==> src/rtl/led_animation.sv <==
// Heartbeat LED pattern lookup: one-cycle registered read of an 8-entry frame table plus a frame-change pulse.
// Optional macro LED_ANIMATION_LOAD_EN makes the table writable through the wr_* port group.
module led_animation #(
    parameter bit INVERT = 1'b0
) (
    input  logic       clk_i,
    input  logic       rst_n_i,
    input  logic [2:0] address_i,
`ifdef LED_ANIMATION_LOAD_EN
    input  logic       wr_en_i,
    input  logic [2:0] wr_addr_i,
    input  logic [7:0] wr_data_i,
`endif
    output logic [7:0] db_entry_o,
    output logic       frame_changed_o
);

    localparam logic [7:0] INV_MASK = INVERT ? 8'hFF : 8'h00;

    function automatic logic [7:0] default_entry(input logic [2:0] idx);
        logic [7:0] val;
        case (idx)
            3'd0:    val = 8'h18;
            3'd1:    val = 8'h3C;
            3'd2:    val = 8'h7E;
            3'd3:    val = 8'hFF;
            3'd4:    val = 8'hFF;
            3'd5:    val = 8'h7E;
            3'd6:    val = 8'h3C;
            default: val = 8'h18;
        endcase
        return val;
    endfunction

    logic [7:0] lut_rd;

`ifdef LED_ANIMATION_LOAD_EN
    logic [7:0] lut_q [8];

    // The read below uses the pre-edge contents, so a same-entry write shows up one read later.
    always_ff @(posedge clk_i or negedge rst_n_i) begin
        if (!rst_n_i) begin
            for (int i = 0; i < 8; i++) begin
                lut_q[i] <= default_entry(3'(i));
            end
        end else if (wr_en_i) begin
            lut_q[wr_addr_i] <= wr_data_i;
        end
    end

    assign lut_rd = lut_q[address_i];
`else
    assign lut_rd = default_entry(address_i);
`endif

    logic [7:0] db_entry_q, db_entry_d;
    logic       frame_changed_q, frame_changed_d;
    logic [2:0] last_addr_q, last_addr_d;

    always_comb begin
        db_entry_d      = lut_rd ^ INV_MASK;
        frame_changed_d = (address_i != last_addr_q);
        last_addr_d     = address_i;
    end

    always_ff @(posedge clk_i or negedge rst_n_i) begin
        if (!rst_n_i) begin
            db_entry_q      <= 8'h18 ^ INV_MASK;
            frame_changed_q <= 1'b0;
            last_addr_q     <= 3'd0;
        end else begin
            db_entry_q      <= db_entry_d;
            frame_changed_q <= frame_changed_d;
            last_addr_q     <= last_addr_d;
        end
    end

    assign db_entry_o      = db_entry_q;
    assign frame_changed_o = frame_changed_q;

endmodule

==> config.mk <==
export PLATFORM = sky130hd
export DESIGN_NAME = led_animation
export DESIGN_NICKNAME = d
export VERILOG_FILES = /design/src/rtl/led_animation.sv
export SDC_FILE = /design/constraint.sdc
export NUM_CORES = 1
export LEC_CHECK = 0
export ABC_AREA = 1
export ABC_CLOCK_PERIOD_IN_PS = 800
export CAP_MARGIN = 25
export CORE_AREA = 2 2 39 41
export CTS_CLUSTER_DIAMETER = 120
export DETAILED_ROUTE_END_ITERATION = 8
export DIE_AREA = 0 0 41 43
export PLACE_DENSITY = 0.53
export SETUP_SLACK_MARGIN = 0.1
export SYNTH_ARGS = -nofsm -noshare
export SYNTH_HDL_FRONTEND = slang
export SYNTH_SLANG_ARGS = --single-unit
==> constraint.sdc <==
create_clock -name clk_i -period 0.8 [get_ports clk_i]
set_input_delay 0.2 -clock clk_i [delete_from_list [all_inputs] [get_ports clk_i]]
set_output_delay 0.2 -clock clk_i [all_outputs]
set_load 0.02 [all_outputs]
---- After elaboration in Yosys (flattened, before gate mapping) ----
Cells that the tools add are included.
storage, ports and cells
  bits in registers ....................... 12
  input bits .............................. 5
  logic and storage cells ................. 14
cells by class
  equality and inequality tests ........... 7
  muxes and demuxes ....................... 1
  reductions and logical operators ........ 3
operators with widths
  operator                                                               number
  8-bit one-hot mux with 3 select lines                                  1
  3-bit equality test, second input constant                             3
  3-bit by 2-bit equality test with 1-bit output, second input constant  2
  2-bit OR reduction                                                     3
  3-bit by 1-bit equality test with 1-bit output, second input constant  1
  3-bit != test                                                          1

---- Longest topological paths before layout ----
Gate-level depths: netlist (run 1).
  depth after elaboration ................. 3
  mapped depth ............................ 4

---- Worst setup path before layout (run 1) ----
No wires, ideal clock.
  path type ............................... register to output
  start point ............................. register db_entry_q[5] (netlist: db_entry_o[5])
  end point ............................... output port db_entry_o[5]
  arrival ................................. 613 ps
  required time ........................... 600 ps
  slack ................................... -13 ps
  cell stages (with the launch flop) ...... 2
  cell sequence ........................... dfrtp_1 -> buf_4
RTL lines
  item                    RTL line  source
  start, declared         56        logic [7:0] db_entry_q, db_entry_d;
  start signal, assigned  68        db_entry_q <= 8'h18 ^ INV_MASK;
  start signal, assigned  72        db_entry_q <= db_entry_d;
  end, declared           14        output logic [7:0] db_entry_o,
No word-level cell between the ends.

==> impl_results.md, run 1 <==
* Yosys top cell area share at 57.4%
* Core box area at 0.00138 mm^2
* WP data required at 0.60 ns
* Asr flop ratio synth at 100%
* Syn_area_per_cell at 9.85 um^2
* WS Path Type: register to output port
* Post-CTS Setup Bufs at 0
* Final Util at 32.1%
* CP delay by family, top: flip-flops
* Ant. Diodes at 0
* Synth top cells by count: dfrtp_1, nand2_1, buf_4, inv_1, xnor2_1
* Synth-to-Final Area Change at 45.5%
* DP Wirelength at 302 um
* Critical Path AT at a little under 0.8 ns
* Sequential-to-total area share from yosys stat at between 50 and 60%
* Final Setup Violations at 7
* Width of the die at around 41 um
* Status: finished, violations left
* Via/cell ratio at between 3 and 4
* Number of nets with antenna violations after routing at 0
* Initial DRC Count at 4
* Largest net degree at the start of global routing at 8
* Reg clk slew, reported paths at about 0.050 ns
* #FFs+latches synth at 7
* Crit end category: output port
* I/O Buffers at 11
* YS warnings at 0
* GP Congestion at 0.736
* Synth area leader: dfrtp_1
* Distinct cells, synth at 9
* DR top layer: met3
* Clock network power share at roughly a third
* Fin Setup TNS at -1.28 ns
* Met3 WL at 90 um
* Worst skew pair latency at 0.25 ns
* Hold_buf cts at 0
* Max clock buf depth at 2
* Placed cell areas at 405 um^2
* Die height at 43 um
* Max Fanout on Critical Path at 2
* Leak pwr at roughly 0.22 nW
* Top FF cell, synth: dfrtp_1
* Critical path's largest stage delay at 0.41 ns
* Final WS setup at -0.190 ns
* Sw frac at 26.2%
* Logic pwr share at ~22%
* Max frequency at 1.01 GHz
* DR WL/cell at slightly above 7 um
* Clk root buf: clkbuf_4
* Number of synthesized flops with an enable pin at 0
* Crit path launch type: register
* CP Buf/Inv Count at 1
* RSZ-0062 raised after global routing: true
* Net load switching power at 0.238 mW
* Total grt overflow at 0
* Global-route wire length before repair at 662 um
* R2R setup slack at 0.09 ns
* Worst-case reg-to-reg path depth at 4
* Fin crit share at 124%
* Hold Path Class: input pin to async pin
* Met1 wire length at 142 um
* Initial cell density of the core at 22.1%
* Minimum clock period at between 0.9 and 1 ns
* R2r startpoint: last_addr_q[0]
* Fin area at 444 um^2
* Hold Slack at 0.199 ns
* GRT Overall Usage at 6.80%
* Clk sinks at 7
* # DRC at 0
* Worst vdd ir at 1.06 mV
* P per Cell Area at around 2000 mW/mm^2
* Vias in the first global route at 160
* Met2 WL at approximately 180 um
* Initial antenna violation count at 0
* CTS tree: done
* Max-cap check violation count at 0
* Violated checks: negative setup slack
* Total wire length at ~410 um
* CTS buffer count at 3
* Worst Skew at between 0.006 and 0.007 ns
* CTS H-tree depth at 1
* Cell Area, Synth at 305 um^2
* Endpoints failing hold at 0
* Fin. max-slew vios at 0
* FF-to-FF End: frame_changed_o
* Int Pwr at roughly 0.67 mW
* Reg power frac at 44.2%
* Via Count at 212
* Layout cells sized above 1 at 33.3%
* Critical path's slowest cell: dfrtp_2
* CP Cell Sequence: buf_6
* Cells after Synth at 31
* Die area at 0.00176 mm^2
* DRT Pass-1 Iters at 2
* Post-layout nets at 48
* Num rows at 14
* Largest cells by area after synthesis: dfrtp_1, buf_4, nand2_1
* IO Count at 14
flip-flops by register name (all words and copies together) (netlist names):
name             flops
db_entry_o           3
last_addr_q          3
frame_changed_o      1
power groups by stage:
stage               clock network, mW  logic, mW  registers [mW]
finish                          0.309      0.198           0.401
global placement                    0      0.192           0.399
CTS                             0.322      0.199           0.401
floorplan                           0      0.103           0.427
detailed placement                  0      0.193           0.400
global route                    0.362      0.218           0.404
placed cells by master, fill, tap and decap left out, drive strengths merged:
cell / count
buf: 7
clkbuf: 4
clkdlybuf4s50: 1
conb: 2
dfrtp: 7
dlygate4sd2: 3
inv: 5
nand2: 7
nand3: 1
nor2: 1
xnor2: 3
xor2: 1
stage by stage:
| stage | worst slack (ns) | std cells | total power, mW |
|---|---|---|---|
| 2_1_floorplan | 0.0233 | 32 | 0.531 |
| 3_3_place_gp | -0.406 | 54 | 0.591 |
| 3_5_place_dp | -0.424 | 54 | 0.593 |
| 4_1_cts | -0.199 | 58 | 0.923 |
| 5_1_grt | -0.234 | 58 | 0.983 |
| 6_report | -0.190 | 58 | 0.908 |
metal layers:
layer	global-route usage, %	vias up
met3	9.95	0
li1	-	105
met4	4.00	0
met2	7.19	17
met1	6.33	90
met5	0	-
worst max-delay path by stage:
| stage | from | end | slack (ns) | cells past startpoint |
|---|---|---|---|---|
| 2_1_floorplan | db_entry_o[5] | db_entry_o[5] | 0.02 | 1 |
| 5_1_grt | db_entry_o[0] | db_entry_o[0] | -0.23 | 1 |
| 6_report | db_entry_o[6] | db_entry_o[1] | -0.19 | 1 |
| 3_5_place_dp | address_i[1] | db_entry_o[0] | -0.42 | 3 |
| 3_3_place_gp | address_i[1] | db_entry_o[5] | -0.41 | 3 |
| 4_1_cts | db_entry_o[6] | db_entry_o[6] | -0.20 | 1 |
cells by family after synthesis:
| family | share of synthesized area [%] |
|---|---|
| flops | 57.4 |
| other cells | 1.23 |
| buf+inv | 18.4 |
| simple gates | 11.5 |
| xor+xnor | 11.5 |
layout make-up:
type	count	area, um^2
clock buffer	4	26.3
fill	149	940
inverter	5	18.8
multi-input combinational	15	85.1
timing repair buffer	11	115
sequential	7	179
tap	16	20.0
repair_timing:
item / CTS / global route
pin swaps: 1 / 4
endpoints found under the setup margin: 11 / 10
resized for setup: 46 / 0
No activity file was read; power rests on OpenSTA's default activity.
==> inputs of run 2 (changes only) <==
--- a/config.mk
+++ b/config.mk
@@ -6,13 +6,13 @@
 export NUM_CORES = 1
 export LEC_CHECK = 0
 export ABC_AREA = 1
-export ABC_CLOCK_PERIOD_IN_PS = 800
+export ABC_CLOCK_PERIOD_IN_PS = 1130
 export CAP_MARGIN = 25
 export CORE_AREA = 2 2 39 41
 export CTS_CLUSTER_DIAMETER = 120
 export DETAILED_ROUTE_END_ITERATION = 8
 export DIE_AREA = 0 0 41 43
-export PLACE_DENSITY = 0.53
+export PLACE_DENSITY = 0.52
 export SETUP_SLACK_MARGIN = 0.1
 export SYNTH_ARGS = -nofsm -noshare
 export SYNTH_HDL_FRONTEND = slang
==> constraint.sdc (replaced) <==
create_clock -name clk_i -period 1.13 [get_ports clk_i]
set_input_delay 0.2825 -clock clk_i [delete_from_list [all_inputs] [get_ports clk_i]]
set_output_delay 0.2825 -clock clk_i [all_outputs]
set_load 0.02 [all_outputs]
==> run 2 against run 1 <==
  * The run now ends clean
  * First-iteration DRC count fell by 100%
  * Via count is 4.2% lower
  * Die area did not move
  * Non-clock buffer count stayed put
  * Combinational power decreased by 41%
  * Clock power fell by 28%
  * Flip-flop and latch count stayed put
  * Cell count unchanged
  * Power shrank 32%
  * Critical endpoint is now db_entry_o[0]
==> impl_results.md, run 2 (synthesis results as in run 1) <==
* DRT Pass-1 Iters at 1
* RSZ-0062 raised after global routing: true
* # DRC at 0
* CTS tree: done
* Commonest non-fill, non-tap cells in the layout: nand2_1, dfrtp_1, buf_2
* Leak pwr at 0.212 nW
* CP Buf/Inv Count at 1
* Endpoints failing hold at 0
* WS Path Type: register to output port
* Via Count at 203
* Net load switching power at 0.168 mW
* Clk root buf: clkbuf_4
* Reg clk slew, reported paths at 0.05 ns
* Die area at 0.00176 mm^2
* R2R setup slack at 0.42 ns
* Vias in the first global route at 170
* CTS buffer count at 3
* Max-cap check violation count at 0
* Initial antenna violation count at 0
* Clock network power share at 36.3%
* WP data required at 0.85 ns
* Fillers at roughly 150
* CTS H-tree depth at 1
* Max Fanout on Critical Path at 2
* DP Worst Slack at -0.215 ns
* Fin. max-slew vios at 0
* Sw frac at 27.2%
* Initial cell density of the core at 22.1%
* Area of the multi-input gates at around 85 um^2
* Reg power frac at 44.8%
* Hold Path Class: input pin to async pin
* Crit path launch type: register
* Worst skew pair latency at approximately 0.25 ns
* Hold Slack at approximately 0.29 ns
* Max clock buf depth at 2
* I/O Buffers at 11
* GRT Overall Usage at 6.99%
* FF-to-FF End: frame_changed_o
* Fin area at 405 um^2
* Clk sinks at 7
* Critical Path AT at 0.76 ns
* Worst vdd ir at 0.520 mV
* DR WL/cell at just under 8 um
* Crit end category: output port
* Ant. Diodes at 0
* IO Count at 14
* Global-route wire length before repair at 696 um
* Total grt overflow at 0
* Minimum clock period at 1.05 ns
* Core box area at 0.00138 mm^2
* Critical path's slowest cell: dfrtp_1
* Worst-case reg-to-reg path depth at 2
* Synth-to-Final Area Change at 32.8%
* Width of the die at 41 um
* GP Congestion at 0.700
* FF/Latch Area at 175 um^2
* P per Cell Area at 1520 mW/mm^2
* Placed cell areas at 402 um^2
* Crit path depth at 1
* Hold_buf cts at 0
* Worst Skew at 0.00640 ns
* Logic pwr share at 18.9%
* Status: complete, no violations
* Final WS setup at 0.0838 ns
* Tot Pwr at 0.617 mW
* Fin crit share at 92.6%
* Die height at between 40 and 50 um
* Initial DRC Count at 0
* Max frequency at 0.956 GHz
* Final Setup Violations at 0
* Total wire length at 452 um
* Post-layout nets at 48
* R2r startpoint: last_addr_q[1]
* Largest net degree at the start of global routing at 8
* Via/cell ratio at 3.50
* Int Pwr at 0.449 mW
* DP Wirelength at 331 um
* Layout cells sized above 1 at 26.2%
* Number of nets with antenna violations after routing at 0
* CP delay by family, top: flip-flops
* Num rows at 14
* Critical path's largest stage delay at 0.37 ns
* CP Cell Sequence: buf_2
==> run 2: cell types whose count changed in the layout (fill, tap and decap cells not counted) <==
| cell | change |
|---|---|
| buf_2 | +6 |
| buf_6 | -6 |
| clkdlybuf4s50_1 | +2 |
| dfrtp_1 | +3 |
| dfrtp_2 | -3 |
| dlygate4sd2_1 | -2 |
==> run 2: timing repair <==
| item | CTS | global route |
|---|---|---|
| gates resized for setup | 32 | 0 |
| setup endpoints to repair | 10 | 7 |
| setup buffers | 0 | 0 |
==> run 2: stage by stage <==
step                      util (%)  std cells  TNS, ns
after floorplan                  -         32        0
after global placement        29.0         54    -1.14
after detailed placement      29.0         54    -1.25
after CTS                     29.3         58        0
after global routing          29.3         58        0
final                         29.3         58        0
==> run 2: power groups by stage <==
stage	Sequential [mW]	Combinational (mW)	Clock, mW
after floorplan	0.298	0.0664	0
after global placement	0.281	0.137	0
after detailed placement	0.282	0.138	0
after CTS	0.277	0.119	0.233
after global routing	0.278	0.128	0.244
final	0.277	0.117	0.224
==> run 2: area by class of cell <==
cell class / instances / area share (%)
Clock buffer: 4 / 6.48
Inverter: 5 / 4.63
Multi-Input combinational cell: 15 / 21.0
Sequential cell: 7 / 43.2
Tap cell: 16 / 4.94
Timing Repair Buffer: 11 / 19.8
==> run 2: worst max path at each step <==
stage	startpoint	endpoint	slack, ns
finish	db_entry_o[0]	db_entry_o[0]	0.08
global route	db_entry_o[6]	db_entry_o[1]	0.05
CTS	db_entry_o[6]	db_entry_o[1]	0.07
detailed placement	address_i[1]	db_entry_o[5]	-0.22
global placement	address_i[1]	db_entry_o[5]	-0.18
floorplan	db_entry_o[5]	db_entry_o[5]	0.23
==> run 2: metal layers <==
layer | vias to the layer above | share of wire [%] | global-route usage (%)
met3 | 2 | 13 | 4.71
met4 | 0 | 1.8 | 10.0
met5 | - | 0 | 0
li1 | 104 | - | -
met1 | 88 | 46 | 6.95
met2 | 9 | 40 | 7.50
